**src/rtl/wb_port_arbiter_pkg.sv**
```systemverilog
// ============================================================================
//  Module      : wb_port_arbiter_pkg
//  Description : Writeback mux select codes and core writeback source encoding,
//                shared by the port arbiter and the control unit.
//  Revision    : 1.0  initial release
// ============================================================================
`default_nettype none

package wb_port_arbiter_pkg;

    localparam logic [3:0] WB_SEL_ALU  = 4'b0000;
    localparam logic [3:0] WB_SEL_LOAD = 4'b0100;
    localparam logic [3:0] WB_SEL_LINK = 4'b0101;
    localparam logic [3:0] WB_SEL_LUI  = 4'b0010;
    localparam logic [3:0] WB_SEL_MD   = 4'b1000;

    typedef enum logic [1:0] {
        SRC_ALU  = 2'd0,
        SRC_LOAD = 2'd1,
        SRC_LINK = 2'd2,
        SRC_LUI  = 2'd3
    } core_src_e;

    function automatic logic [3:0] wb_sel_code(input logic [1:0] src);
        case (core_src_e'(src))
            SRC_LOAD: wb_sel_code = WB_SEL_LOAD;
            SRC_LINK: wb_sel_code = WB_SEL_LINK;
            SRC_LUI:  wb_sel_code = WB_SEL_LUI;
            default:  wb_sel_code = WB_SEL_ALU;
        endcase
    endfunction

endpackage

`default_nettype wire

```
**src/rtl/wb_pend_fifo.sv**
```systemverilog
// ============================================================================
//  Module      : wb_pend_fifo
//  Description : 2-entry {addr,data} FIFO holding mul/div results; both entries
//                are exposed so the arbiter can hazard-check all of them.
//  Revision    : 1.0  initial release
// ============================================================================
`default_nettype none

module wb_pend_fifo #(
    parameter int DW = 32
) (
    input  logic          clk,
    input  logic          rst,
    input  logic          push_i,
    input  logic [4:0]    push_addr_i,
    input  logic [DW-1:0] push_data_i,
    input  logic          pop_i,
    output logic [1:0]    count_o,
    output logic [4:0]    head_addr_o,
    output logic [DW-1:0] head_data_o,
    output logic          ent0_valid_o,
    output logic [4:0]    ent0_addr_o,
    output logic          ent1_valid_o,
    output logic [4:0]    ent1_addr_o
);

    logic [4:0]    addr_q [2];
    logic [DW-1:0] data_q [2];
    logic          wr_ptr_q;
    logic          rd_ptr_q;
    logic [1:0]    count_q;
    logic [1:0]    count_d;

    always_comb begin
        count_d = count_q;
        case ({push_i, pop_i})
            2'b10:   count_d = count_q + 2'd1;
            2'b01:   count_d = count_q - 2'd1;
            default: count_d = count_q;
        endcase
    end

    always_ff @(posedge clk) begin
        if (rst) begin
            wr_ptr_q <= 1'b0;
            rd_ptr_q <= 1'b0;
            count_q  <= 2'd0;
        end else begin
            if (push_i) begin
                addr_q[wr_ptr_q] <= push_addr_i;
                data_q[wr_ptr_q] <= push_data_i;
                wr_ptr_q         <= ~wr_ptr_q;
            end
            if (pop_i) begin
                rd_ptr_q <= ~rd_ptr_q;
            end
            count_q <= count_d;
        end
    end

    assign count_o      = count_q;
    assign head_addr_o  = addr_q[rd_ptr_q];
    assign head_data_o  = data_q[rd_ptr_q];
    // With one entry only the slot under the read pointer holds live data.
    assign ent0_valid_o = (count_q == 2'd2) || ((count_q == 2'd1) && !rd_ptr_q);
    assign ent1_valid_o = (count_q == 2'd2) || ((count_q == 2'd1) &&  rd_ptr_q);
    assign ent0_addr_o  = addr_q[0];
    assign ent1_addr_o  = addr_q[1];

endmodule

`default_nettype wire

```
**src/rtl/wb_port_arbiter.sv**
```systemverilog
// ============================================================================
//  Module      : wb_port_arbiter
//  Description : Owns the register-file write port; arbitrates core writeback
//                against buffered mul/div results and drives the wb mux select.
//  Revision    : 1.0  initial release
// ============================================================================
`default_nettype none

module wb_port_arbiter
    import wb_port_arbiter_pkg::*;
#(
    parameter int bit_size   = 32,
    parameter int STARVE_MAX = 4
) (
    input  logic                clk,
    input  logic                rst,
    input  logic                core_wr_req,
    input  logic [1:0]          core_src,
    input  logic [4:0]          core_wr_addr,
    input  logic [4:0]          rs_addr,
    input  logic [4:0]          rt_addr,
    input  logic                md_valid,
    output logic                md_ready,
    input  logic [4:0]          md_addr,
    input  logic [bit_size-1:0] md_data,
    output logic [3:0]          wb_sel,
    output logic                wb_en,
    output logic [4:0]          wb_addr,
    output logic [bit_size-1:0] wb_md_data,
    output logic                core_stall
);

    localparam int SW = $clog2(STARVE_MAX + 1);

    logic [1:0]          w_count;
    logic [4:0]          w_head_addr;
    logic [bit_size-1:0] w_head_data;
    logic                w_ent_valid [2];
    logic [4:0]          w_ent_addr  [2];
    logic                w_push;
    logic                w_pop;
    logic                w_core_grant;
    logic                w_hazard;
    logic                w_starve;
    logic                w_pending;
    logic [SW-1:0]       starve_cnt_q;
    logic [SW-1:0]       starve_cnt_d;

    wb_pend_fifo #(
        .DW (bit_size)
    ) u_fifo (
        .clk          (clk),
        .rst          (rst),
        .push_i       (w_push),
        .push_addr_i  (md_addr),
        .push_data_i  (md_data),
        .pop_i        (w_pop),
        .count_o      (w_count),
        .head_addr_o  (w_head_addr),
        .head_data_o  (w_head_data),
        .ent0_valid_o (w_ent_valid[0]),
        .ent0_addr_o  (w_ent_addr[0]),
        .ent1_valid_o (w_ent_valid[1]),
        .ent1_addr_o  (w_ent_addr[1])
    );

    assign w_pending = (w_count != 2'd0);
    assign md_ready  = (w_count != 2'd2);
    assign w_push    = md_valid && md_ready;

    // Entries targeting $0 never conflict: the write is discarded anyway.
    always_comb begin
        w_hazard = 1'b0;
        for (int i = 0; i < 2; i++) begin
            if (w_ent_valid[i] && (w_ent_addr[i] != 5'd0)) begin
                if ((w_ent_addr[i] == rs_addr) || (w_ent_addr[i] == rt_addr)) begin
                    w_hazard = 1'b1;
                end
                if (core_wr_req && (w_ent_addr[i] == core_wr_addr)) begin
                    w_hazard = 1'b1;
                end
            end
        end
    end

    assign w_starve     = (starve_cnt_q == SW'(STARVE_MAX));
    assign core_stall   = w_hazard || w_starve;
    assign w_core_grant = core_wr_req && !core_stall;
    assign w_pop        = !w_core_grant && w_pending;

    always_comb begin
        wb_sel  = WB_SEL_ALU;
        wb_addr = 5'd0;
        if (w_core_grant) begin
            wb_sel  = wb_sel_code(core_src);
            wb_addr = core_wr_addr;
        end else if (w_pending) begin
            wb_sel  = WB_SEL_MD;
            wb_addr = w_head_addr;
        end
    end

    assign wb_en      = (w_core_grant || w_pop) && (wb_addr != 5'd0);
    assign wb_md_data = w_pending ? w_head_data : '0;

    // Saturating at the limit keeps core_stall asserted until the head drains.
    always_comb begin
        starve_cnt_d = starve_cnt_q;
        if (w_pop || !w_pending) begin
            starve_cnt_d = '0;
        end else if (!w_starve) begin
            starve_cnt_d = starve_cnt_q + SW'(1);
        end
    end

    always_ff @(posedge clk) begin
        if (rst) begin
            starve_cnt_q <= '0;
        end else begin
            starve_cnt_q <= starve_cnt_d;
        end
    end

endmodule

`default_nettype wire

```
**config.mk**
```make
export PLATFORM = sky130hd
export DESIGN_NAME = wb_port_arbiter
export DESIGN_NICKNAME = d
export VERILOG_FILES = /design/src/rtl/wb_port_arbiter_pkg.sv /design/src/rtl/wb_pend_fifo.sv /design/src/rtl/wb_port_arbiter.sv
export SDC_FILE = /design/constraint.sdc
export NUM_CORES = 1
export LEC_CHECK = 0
export BUFFER_PORTS_ARGS = -buffer_cell sky130_fd_sc_hd__clkbuf_2
export CAP_MARGIN = 20
export CORE_MARGIN = 4
export CORE_UTILIZATION = 25
export CTS_CLUSTER_DIAMETER = 40
export DETAILED_ROUTE_END_ITERATION = 8
export SKIP_CTS_REPAIR_TIMING = 1
export SLEW_MARGIN = 20
export SYNTH_ARGS = -nofsm -noshare
export SYNTH_HDL_FRONTEND = slang
export SYNTH_HIERARCHICAL = 1
export SYNTH_SLANG_ARGS = --single-unit
```
**constraint.sdc**
```tcl
create_clock -name clk -period 5.36 [get_ports clk]
set_input_delay 0.536 -clock clk [delete_from_list [all_inputs] [get_ports clk]]
set_output_delay 0.536 -clock clk [all_outputs]
set_load 0.005 [all_outputs]
```
# == Word-level counts from Yosys, hierarchy flattened ==
# Memories as Yosys holds them, arrays and structs flattened. A register that Yosys moved wholly into a read port is not among the register bits.
# Cells that the tools add are included.
# totals
latchBits,0
regBits,7
n_memories,2
mem_bits_rw,74
rom_bits,0
out_inout_bits,44
# memory_table
name,words,word_bits,rd,rd_clocked_by_memory_dff,wr,line,rtl
u_fifo.data_q,2,32,1,1,1,wb_pend_fifo.sv:28,logic [DW-1:0] data_q [2];
u_fifo.addr_q,2,5,3,1,1,wb_pend_fifo.sv:27,logic [4:0] addr_q [2];
# op_classes
n_mux,20
reduce_logical,27
n_div,0
shifts,0
magnitude_cmp,0
multipliers,0
eq_ne,15
n_bitwise,2
add_sub_neg,3
# op_table
op,n
32-bit 2-to-1 mux,1
5-bit equality test,6
5-bit nonzero test,3
1-bit 2-to-1 mux,13
1-bit logical AND,10
5-bit 2-to-1 mux,2
3-bit case mux with 3 select lines,1
"2-bit equality test, second input constant",4
4-bit 2-to-1 mux,2
1-bit logical OR,7
"2-bit by 1-bit equality test with 1-bit output, second input constant",3
1-bit logical NOT,4
2-bit case mux with 2 select lines,1
2-bit nonzero test,2
"3-bit by 1-bit adder with 3-bit output, second input constant",1
"3-bit equality test, second input constant",1
"2-bit by 1-bit adder with 2-bit output, second input constant",1
"2-bit inequality test, second input constant",1
1-bit NOT,2
2-bit OR reduction,1
"2-bit by 1-bit subtractor with 2-bit output, second input constant",1

# == Logic depth before layout (Yosys ltp) ==
# logic_depth
word_depth,15
depth_mapped,10

# == By module ==
# Netlist, hierarchy kept.
# modules_own_cells
module,area_per_inst_um2,n_inst,seq_area_each_um2,cells_each
wb_pend_fifo,3071.7,1,2322.2,142
wb_port_arbiter,1003.5,1,60.1,131

# == Worst setup path before layout ==
# No wires, ideal clock.
# synth_timing
path_kind,register to register
from,"reg u_fifo.count_q[0], in the netlist u_fifo/count_o[0]"
to,mem u_fifo.addr_q[1][0] (enable)
path_slack_ns,1.371
t_arrival_ns,3.504
path_buffers,0
path_stages_with_launch,5
setup_time_ns,0.485
t_required_ns,4.875
cell_sequence,dfxtp_1 -> nand2b_1 -> and2_1 -> inv_1 -> nor3b_1
# synth_via
elab_chain_len,5
# synth_rtl
element,line,rtl
from (decl),wb_pend_fifo.sv:31,logic [1:0] count_q;
from (signal assigned),wb_pend_fifo.sv:57,count_q <= count_d;
2-bit inequality test,wb_port_arbiter.sv:68,assign md_ready = (w_count != 2'd2);
via md_ready,wb_port_arbiter.sv:23,"output logic md_ready,"
1-bit logical AND,wb_port_arbiter.sv:69,assign w_push = md_valid && md_ready;
via w_push,wb_port_arbiter.sv:40,logic w_push;
1-bit 2-to-1 mux,wb_pend_fifo.sv:49,if (push_i) begin
1-bit 2-to-1 mux,wb_pend_fifo.sv:44,if (rst) begin
1-bit 2-to-1 mux (not written as such),wb_pend_fifo.sv:50,addr_q[wr_ptr_q] <= push_addr_i;
to (decl),wb_pend_fifo.sv:27,
# The timed path passes the listed nets, and every way through them passes these cells.

==> flow_metrics.env <==
export IMPL_status="finished clean"
export IMPL_clk_latency_ns=0.33
export IMPL_start_kind="flop"
export IMPL_die_y_um=135.7
export IMPL_synthFlopType="edfxtp_1"
export IMPL_dr_wl_met3_um=651
export IMPL_cts_sinks=82
export IMPL_met2_wirelength_um=4221
export IMPL_antenna_found_initial=0
export IMPL_vias_per_cell=4.087
export IMPL_die_w_um=135.7
export IMPL_yosysWarnings=6
export IMPL_clockRootBuffer="clkbuf_16"
export IMPL_p_clk_share_pct=30.8
export IMPL_period_needed_ns=3.125
export IMPL_dr_pass1_iters=4
export IMPL_start_util_pct=25.56
export IMPL_dr_total_vias=2452
export IMPL_drc_errors=0
export IMPL_cts_inserted_buffers=9
export IMPL_layout_drive_gt1_share_pct=44.53
export IMPL_ys_types=37
export IMPL_fmax_ghz=0.3200
export IMPL_first_iter_violations=51
export IMPL_htreeDepth=3
export IMPL_die_area_sq_mm=0.01841
export IMPL_critPathKind="reg2out"
export IMPL_intPower_mw=1.531
export IMPL_switchingPower_mw=0.5964
export IMPL_grt_pass1_wl_um=13210
export IMPL_worstPathRequired_ns=4.82
export IMPL_vdd_ir_drop_max_v=0.0002298
export IMPL_crit_start="u_fifo/addr_q[0][3]"
export IMPL_grt_pass1_vias=2611
export IMPL_dp_hpwl_um=6272
export IMPL_relSlewSlack_pct=62.09
export IMPL_rsz0062_at_grt="no"
export IMPL_r2r_start="u_fifo/addr_q[0][3]"
export IMPL_syn_area_sq_mm=0.004075
export IMPL_cap_violations=0
export IMPL_synth_top_area_share_pct=54.53
export IMPL_routedWlPerCell_um=14.33
export IMPL_endpoint="wb_addr[3]"
export IMPL_fin_nets=444
export IMPL_grt_max_degree=42
export IMPL_power_density_mw_per_mm2=413.3
export IMPL_switching_share_pct=28.03
export IMPL_period_share_pct=58.30
export IMPL_worstHoldPathType="in2reg"
export IMPL_cp_arrival_ns=2.59
export IMPL_crit_path_max_fanout=10
export IMPL_endpoint_kind="primary output"
export IMPL_fin_skew_ns=0.004768
export IMPL_synthTopCellsByCount="edfxtp_1, nor2b_1, mux2_4, xnor2_1, xor2_1"
export IMPL_hold_ws_ns=0.3894
export IMPL_num_rows=46
export IMPL_diodes=0
export IMPL_r2r_cells=7
export IMPL_cts_tree="built"
export IMPL_power_leakage_nw=2.026
export IMPL_ys_seq_elements=82
export IMPL_gp_congestion=0.8199
export IMPL_reg2reg_slack_ns=2.83
export IMPL_finalPower_mw=2.128
export IMPL_clockBufferDepth=2
export IMPL_finalHoldViolCount=0
export IMPL_grt_overflow_total=0
export IMPL_seq_power_share_pct=38.6
export IMPL_grt_use_total_pct=9.361
export IMPL_tightestPinTransition_ns=0.5673
export IMPL_synthTopCellsByArea="edfxtp_1, mux2_4, nor2b_1"
export IMPL_clk_pin_slew_worst_paths_ns=0.06
export IMPL_core_area_sq_mm=0.01594
export IMPL_pin_count=102
export IMPL_syn2layout_area_growth_pct=26.31
export IMPL_tns_ns=0
export IMPL_yosysMostFrequentCell="edfxtp_1"
export IMPL_slew_viol_final=0
export IMPL_r2r_end="u_fifo/count_o[1]"
export IMPL_async_reset_ff_share_pct=0
export IMPL_wirelength_um=8595
export IMPL_yosysTopAreaCell="edfxtp_1"
export IMPL_synth_fp_nets=338
export IMPL_met1Wirelength_um=3608
export IMPL_pwr_share_comb_pct=30.6
export IMPL_io_buffer_count=101
export IMPL_syn_avg_cell_area_sq_um=14.93
export IMPL_seq_area_frac_synth_pct=58.46
export IMPL_synthCells=273
export IMPL_finalSetupViolCount=0
export IMPL_ant_nets=0
export IMPL_top_layer="met4"
export IMPL_synth_edff_count=74
## worst min path at each step
stage	start	end	slack, ns	cells after the start
6_report	md_data[18]	u_fifo/data_q[0][18]	0.39	1
2_1_floorplan	u_fifo/wr_ptr_q	u_fifo/wr_ptr_q	0.50	2
3_5_place_dp	starve_cnt_q[2]	starve_cnt_q[2]	0.55	2
3_3_place_gp	u_fifo/wr_ptr_q	u_fifo/wr_ptr_q	0.53	2
4_1_cts	md_data[7]	u_fifo/data_q[0][7]	0.37	1
5_1_grt	md_data[17]	u_fifo/data_q[0][17]	0.37	1
## kinds of logic (layout without fill, tap and decap cells)
logic type,Yosys count,count (layout),synth area share (%)
xor+xnor,35,35,7.522
compound gates,13,13,2.733
flops,82,82,58.46
buf+inv,19,130,3.224
mux,44,44,15.32
fa+ha+maj,7,7,2.149
simple gates,73,73,10.59
## power by group through the flow
stage               clock, mW  combinational (mW)  sequential (mW)
floorplan                   0               0.488            0.808
global placement            0               0.635            0.835
detailed placement          0               0.645            0.838
CTS                     0.677               0.648            0.824
global route            0.710               0.721            0.831
finish                  0.655               0.651            0.822
## metal layers
layer,vias to the layer above,GRT usage (%)
met2,78,16.10
li1,1195,-
met5,-,0
met4,0,2.744
met1,1170,10.72
met3,9,3.789
## sequential cells by signal, summed over array words and instances, names as in the netlist, named ones only
name / count
u_fifo/data_q: 64
u_fifo/wr_ptr_q: 1
u_fifo/count_o: 2
u_fifo/addr_q: 10
u_fifo/rd_ptr_q: 1
starve_cnt_q: 3
## stage by stage
step	setup WS [ns]	instance area [sq um]	instances	utilization [%]
final	2.235	5147	600	32.29
after global routing	2.105	5147	600	32.29
after CTS	2.193	5120	599	32.11
after detailed placement	2.558	4795	583	30.07
after global placement	2.625	4795	583	30.07
after floorplan	1.371	4075	273	-
## cell type report
type	count	area, sq um
inverter	9	33.78
multi-input combinational	172	1579
clock buffer	9	225.2
clock inverter	7	100.1
sequential	82	2384
fill	1612	10800
timing repair buffer	105	555.5
tap	216	270.3
## cells in the final DEF, fill, tap and decap left out, drive strengths merged, types with 2 or more instances in the layout
cell	synthesis	final
a21o	2	2
a21oi	2	2
and3	2	2
buf	5	4
bufinv	0	2
clkbuf	5	110
clkinvlp	0	2
dfxtp	8	8
edfxtp	74	74
ha	7	7
inv	9	11
mux2	42	42
mux2i	2	2
nand2	6	6
nand3	4	4
nand3b	2	2
nor2	7	7
nor2b	37	37
nor3	3	3
nor4	4	4
o21ai	3	3
or4	4	4
xnor2	21	21
xor2	14	14
## critical path: stages (launching register included)
cell and delay [ns]:
edfxtp_1 0.48, or4_1 0.57, o21ai_2 0.16, o41ai_2 0.13
a211oi_4 0.32, nand2_4 0.17, mux2_4 0.32, clkbuf_2 0.11
Note: power is estimated with default switching activity, not from simulation.
